--- config.mk ---
export PLATFORM = sky130hd
export DESIGN_NAME = queue_reader
export DESIGN_NICKNAME = d
export VERILOG_FILES = /design/src/rtl/q_pkg.sv /design/src/rtl/queue_reader_skid.sv /design/src/rtl/queue_reader.sv
export SDC_FILE = /design/constraint.sdc
export NUM_CORES = 1
export LEC_CHECK = 0
export ABC_AREA = 1
export BUFFER_PORTS_ARGS = -buffer_cell sky130_fd_sc_hd__buf_4
export CAP_MARGIN = 20
export CELL_PAD_IN_SITES_DETAIL_PLACEMENT = 1
export CELL_PAD_IN_SITES_GLOBAL_PLACEMENT = 1
export CORE_UTILIZATION = 35
export DETAILED_ROUTE_END_ITERATION = 10
export GPL_ROUTABILITY_DRIVEN = 0
export GPL_TIMING_DRIVEN = 0
export PLACE_DENSITY_LB_ADDON = 0.1
export SKIP_CTS_REPAIR_TIMING = 1
export SYNTH_ARGS = -nofsm -noshare
export SYNTH_HDL_FRONTEND = slang
export SYNTH_SLANG_ARGS = --single-unit
--- constraint.sdc ---
create_clock -name clk -period 2.5 [get_ports clk]
set_clock_uncertainty 0.05 [all_clocks]
set_input_delay 0.125 -clock clk [delete_from_list [all_inputs] [get_ports clk]]
set_output_delay 0.125 -clock clk [all_outputs]
set_load 0.03 [all_outputs]
--- src/rtl/q_pkg.sv ---
// Shared types and constants for the queue_cntrl pop-side reader.
// The skid buffer depth also sets the credit limit on outstanding words.
package q_pkg;

    localparam int SKID_DEPTH = 2;

    // Skid occupancy; also wide enough for occupancy plus one in-flight pop.
    typedef logic [1:0] occ_t;

    localparam occ_t OCC_MAX = occ_t'(SKID_DEPTH);

endpackage

--- src/rtl/queue_reader_skid.sv ---
// Two-entry register FIFO holding words returned by the queue until
// downstream accepts them. Push and pop may happen in the same cycle.
module queue_reader_skid
    import q_pkg::*;
#(
    parameter int W = 32
) (
    input  logic         clk,
    input  logic         arst,
    input  logic         i_push,
    input  logic [W-1:0] i_push_data,
    input  logic         i_pop,
    output logic         o_valid,
    output logic [W-1:0] o_data,
    output occ_t         o_occ
);

    logic [W-1:0] r_mem [SKID_DEPTH];
    logic         r_wr_ptr;
    logic         r_rd_ptr;
    occ_t         r_occ;

    // NOTE: the entries are reset too, so o_data reads zero after reset;
    // at two entries that costs nothing worth avoiding.
    always_ff @(posedge clk or posedge arst) begin
        if (arst) begin
            for (int i = 0; i < SKID_DEPTH; i++) begin
                r_mem[i] <= '0;
            end
            r_wr_ptr <= 1'b0;
            r_rd_ptr <= 1'b0;
            r_occ    <= '0;
        end else begin
            if (i_push) begin
                r_mem[r_wr_ptr] <= i_push_data;
                r_wr_ptr        <= ~r_wr_ptr;
            end
            if (i_pop) begin
                r_rd_ptr <= ~r_rd_ptr;
            end
            r_occ <= r_occ + occ_t'(i_push) - occ_t'(i_pop);
        end
    end

    assign o_valid = (r_occ != '0);
    assign o_data  = r_mem[r_rd_ptr];
    assign o_occ   = r_occ;

endmodule

--- src/rtl/queue_reader.sv ---
// Pop-side initiator for queue_cntrl: pops against the empty flag, captures
// read data one cycle later and presents it on a valid/ready interface.
module queue_reader
    import q_pkg::*;
#(
    parameter int W = 32
) (
    input  logic         clk,
    input  logic         arst,
    input  logic         i_empty,
    output logic         o_pop,
    input  logic [W-1:0] i_pop_data,
    output logic         o_valid,
    output logic [W-1:0] o_data,
    input  logic         i_ready,
    output logic         o_idle
);

    logic r_inflight;
    occ_t w_occ;
    occ_t w_cnt;
    logic w_valid;
    logic w_deq;

    // Credits: a skid slot is owed to every word held or still on its way back.
    assign w_cnt = w_occ + occ_t'(r_inflight);
    assign w_deq = w_valid & i_ready;
    assign o_pop = ~arst & ~i_empty & ((w_cnt < OCC_MAX) | w_deq);

    // NOTE: sequential state uses non-blocking assignments so every flop
    // samples pre-edge values regardless of block evaluation order.
    always_ff @(posedge clk or posedge arst) begin
        if (arst) begin
            r_inflight <= 1'b0;
        end else begin
            r_inflight <= o_pop;
        end
    end

    queue_reader_skid #(
        .W (W)
    ) u_skid (
        .clk         (clk),
        .arst        (arst),
        .i_push      (r_inflight),
        .i_push_data (i_pop_data),
        .i_pop       (w_deq),
        .o_valid     (w_valid),
        .o_data      (o_data),
        .o_occ       (w_occ)
    );

    assign o_valid = w_valid;
    assign o_idle  = ~r_inflight & (w_occ == '0);

endmodule

==> summary.txt <==
Status
  • Status: finished clean

Final layout
  • Ant diodes: 0
  • Fin cells: roughly 580
  • Final layout net count: 500
  • Layout cells sized above 1: roughly 26%
  • Design Area, Final: roughly 0.0040 mm^2
  • Area grow syn2layout: 27.5%

Global route
  • Global route total overflow: 0
  • Tot GR Track Use: 18.9%
  • Vias in the first global route: 2696
  • Global-route wire length before repair: ~13000 um
  • Largest net degree at the start of global routing: 70
  • Initial antenna violation count: 0

Drt
  • Total wire length: 8040 um
  • Antenna-violating nets left: 0
  • Residual DRC: 0
  • WL per Instance: around 14 um
  • Initial DRT Pass Iterations: 4
  • Via/cell ratio: ~4.7
  • Vias: 2692
  • 1st-iter DRT viols: 82

Pwr
  • Switching share of power: between 40% and 50%
  • Sw Pwr: 2.64 mW
  • Comb power frac: around 52%
  • Clock share of power: ~14%
  • Int Pwr: 3.18 mW
  • Power Density: approximately 1500 mW/mm^2
  • P_leak: about 2.2 nW
  • Proportion of power drawn by flip-flops and latches: between 30% and 40%
  • Maximum vdd drop: between 0.5 and 0.6 mV

Worst setup path
  • CP Cell Sequence: clkbuf_1, clkbuf_1, nand2_1, nand2_1, buf_4
  • WP buf/inv: 3
  • CP Data Required Time: roughly 2.3 ns
  • Worst-path cell with the longest stage delay: clkbuf_1
  • R2R Path Start: r_inflight
  • Cell family with most CP delay: buffers and inverters
  • Startpoint types: flip-flop
  • Crit path launch: u_skid.r_rd_ptr
  • Crit end category: output pin
  • Worst-path maximum fanout: 10
  • Max stage delay on crit path: approximately 0.48 ns
  • Worst Path Arrival: about 1.8 ns
  • Crit Path Class: reg2out

Timing
  • Setup violators final: 0
  • Fin crit period: 1.98 ns
  • Tcrit/Tclk final: roughly four fifths
  • Final-report hold violation count: 0
  • Highest clock rate: 0.506 GHz
  • Slew margin rel.: around 42%
  • RSZ-0062 raised after global routing: false
  • Hold WS: 0.00107 ns
  • Pins Over Slew Limit: 0
  • Slew @ Worst Pin: around 0.87 ns

Die
  • Core Area: between 0.008 and 0.009 mm^2
  • I/O pin cnt: 71
  • Num rows: 34
  • Die Wd: between 90 and 100 um
  • Die height: 96.6 um
  • Initial core utilization: 36.1%
  • DIE AREA: approximately 0.0093 mm^2

Clocking
  • Clock Sinks: 69
  • Clk pin slew, worst setup/hold paths: around 0.07 ns
  • Maximum clock insertion buffer count: 2
  • Root buffer cell: clkbuf_8
  • H-tree level count: 3
  • Clock Latency Late Sink: 0.34 ns
  • CTS buffer count: 9
  • CTS tree: yes

Logic synthesis
  • Yosys warning count: 0
  • Ranking of synthesized cells by area: dfrtp_1, nand2_1, o21ai_2
  • Top cell type's share of synthesized area: between 50% and 60%
  • Unique masters post-synth: 16
  • Synth Net Count: approximately 420
  • Syn Std Cell Area: approximately 0.0031 mm^2
  • Post-synth top area cell: dfrtp_1
  • Synth Register Bits: approximately 70
  • Mapped Cells: 380
  • Sequential share of the synthesized area: between 50% and 60%
  • Avg Synthesized Cell Area: 8.23 um^2

Place
  • Dpl cells: about 560
  • # port buffers: 70
  • Hpwl dp: ~5600 um
  • Post-DP Area: approximately 0.0038 mm^2

Flow run
  • MaxCap Viol Count: 0

Worst hold path
  • Worst hold path type: in2reg
  • Min-delay src: i_pop_data[17]
-- state kept, by name, summed over array words and instances, names as in the netlist --
register and count:
u_skid.r_wr_ptr 1, u_skid.r_rd_ptr 1, u_skid.r_mem 64, u_skid.o_occ 2
r_inflight 1
-- per-stage QoR --
stage          total power, mW  utilization, %  setup slack [ns]  TNS, ns
4_1_cts                   5.91            45.7             0.468        0
3_5_place_dp              5.06            43.7             0.847        0
5_1_grt                   6.30            46.0             0.346        0
2_1_floorplan             3.93               -             0.585        0
6_report                  5.83            46.0             0.524        0
3_3_place_gp              4.96            43.7            -0.437   -29.81
-- cells in the mapped netlist --
cell        n
buf_2       5
or2_1       1
buf_6       6
clkbuf_1    9
o21ai_1     9
a21oi_1     1
or2_2       1
inv_2       1
o21ai_0    32
inv_1      39
dfrtp_1    69
ha_1        1
o21ai_2    23
nand3_1     2
nand2_1   178
nor2_1      3
-- routing by layer --
layer	vias to the layer above	global-route usage, %	part of all wire (%)
met1	1315	25.6	47
met3	7	2.35	2.8
met5	-	0	0
met2	48	31.1	49
li1	1322	-	-
met4	0	6.99	1.4
-- cell usage in the layout, fill, tap and decap left out, drive strengths merged, types with 2 or more instances in the layout --
master / synthesis / routed
inv: 40 / 40
nand2: 178 / 178
clkbuf: 9 / 23
or2: 2 / 2
buf: 11 / 81
dfrtp: 69 / 69
nor2: 3 / 3
nand3: 2 / 2
dlygate4sd3: 0 / 2
o21ai: 64 / 64
-- worst register-to-register path, cell delays in order, from the launching register on --
cell,delay (ns)
dfrtp_1,0.43
nand2_1,0.29
clkbuf_1,0.44
nand2_1,0.11
o21ai_0,0.11
-- cells by family after synthesis --
logic type | after synthesis | synth area share, %
AOI/OAI and AO/OA | 65 | 13.2
adders and majority gates | 1 | 0.400
buffers and inverters | 60 | 8.84
DFF | 69 | 55.2
and+or+nand+nor | 185 | 22.4
-- power groups by stage --
stage          sequential [mW]  combinational (mW)  clock [mW]
3_3_place_gp              1.93                3.02           0
5_1_grt                   2.02                3.38       0.899
3_5_place_dp              1.96                3.09           0
2_1_floorplan             1.89                2.04           0
4_1_cts                   1.95                3.10       0.860
6_report                  1.94                3.04       0.841
-- final timing paths --
kind | endpoint | slack, ns | depth (start not counted)
worst max-delay path | o_data[16] | 0.52 | 5
worst min-delay path | u_skid.r_mem[49] | 0.001 | 3
worst max register to register | u_skid.r_mem[31] | 0.97 | 4
worst min register to register | u_skid.r_mem[49] | 0.43 | 2
max in group asynchronous | u_skid.r_mem[16] | 1.34 | 3
min in group asynchronous | r_inflight | 0.50 | 3
-- layout make-up --
| class | count | area [um^2] |
|---|---|---|
| Inverter | 40 | 153 |
| Buffer | 20 | 126 |
| Timing Repair Buffer | 72 | 546 |
| Clock buffer | 14 | 173 |
| Fill cell | 1110 | 4690 |
| Clock inverter | 1 | 5.00 |
| Multi-Input combinational cell | 251 | 1130 |
| Tap cell | 108 | 135 |
| Sequential cell | 69 | 1730 |
Power figures use the tool's default switching activity.
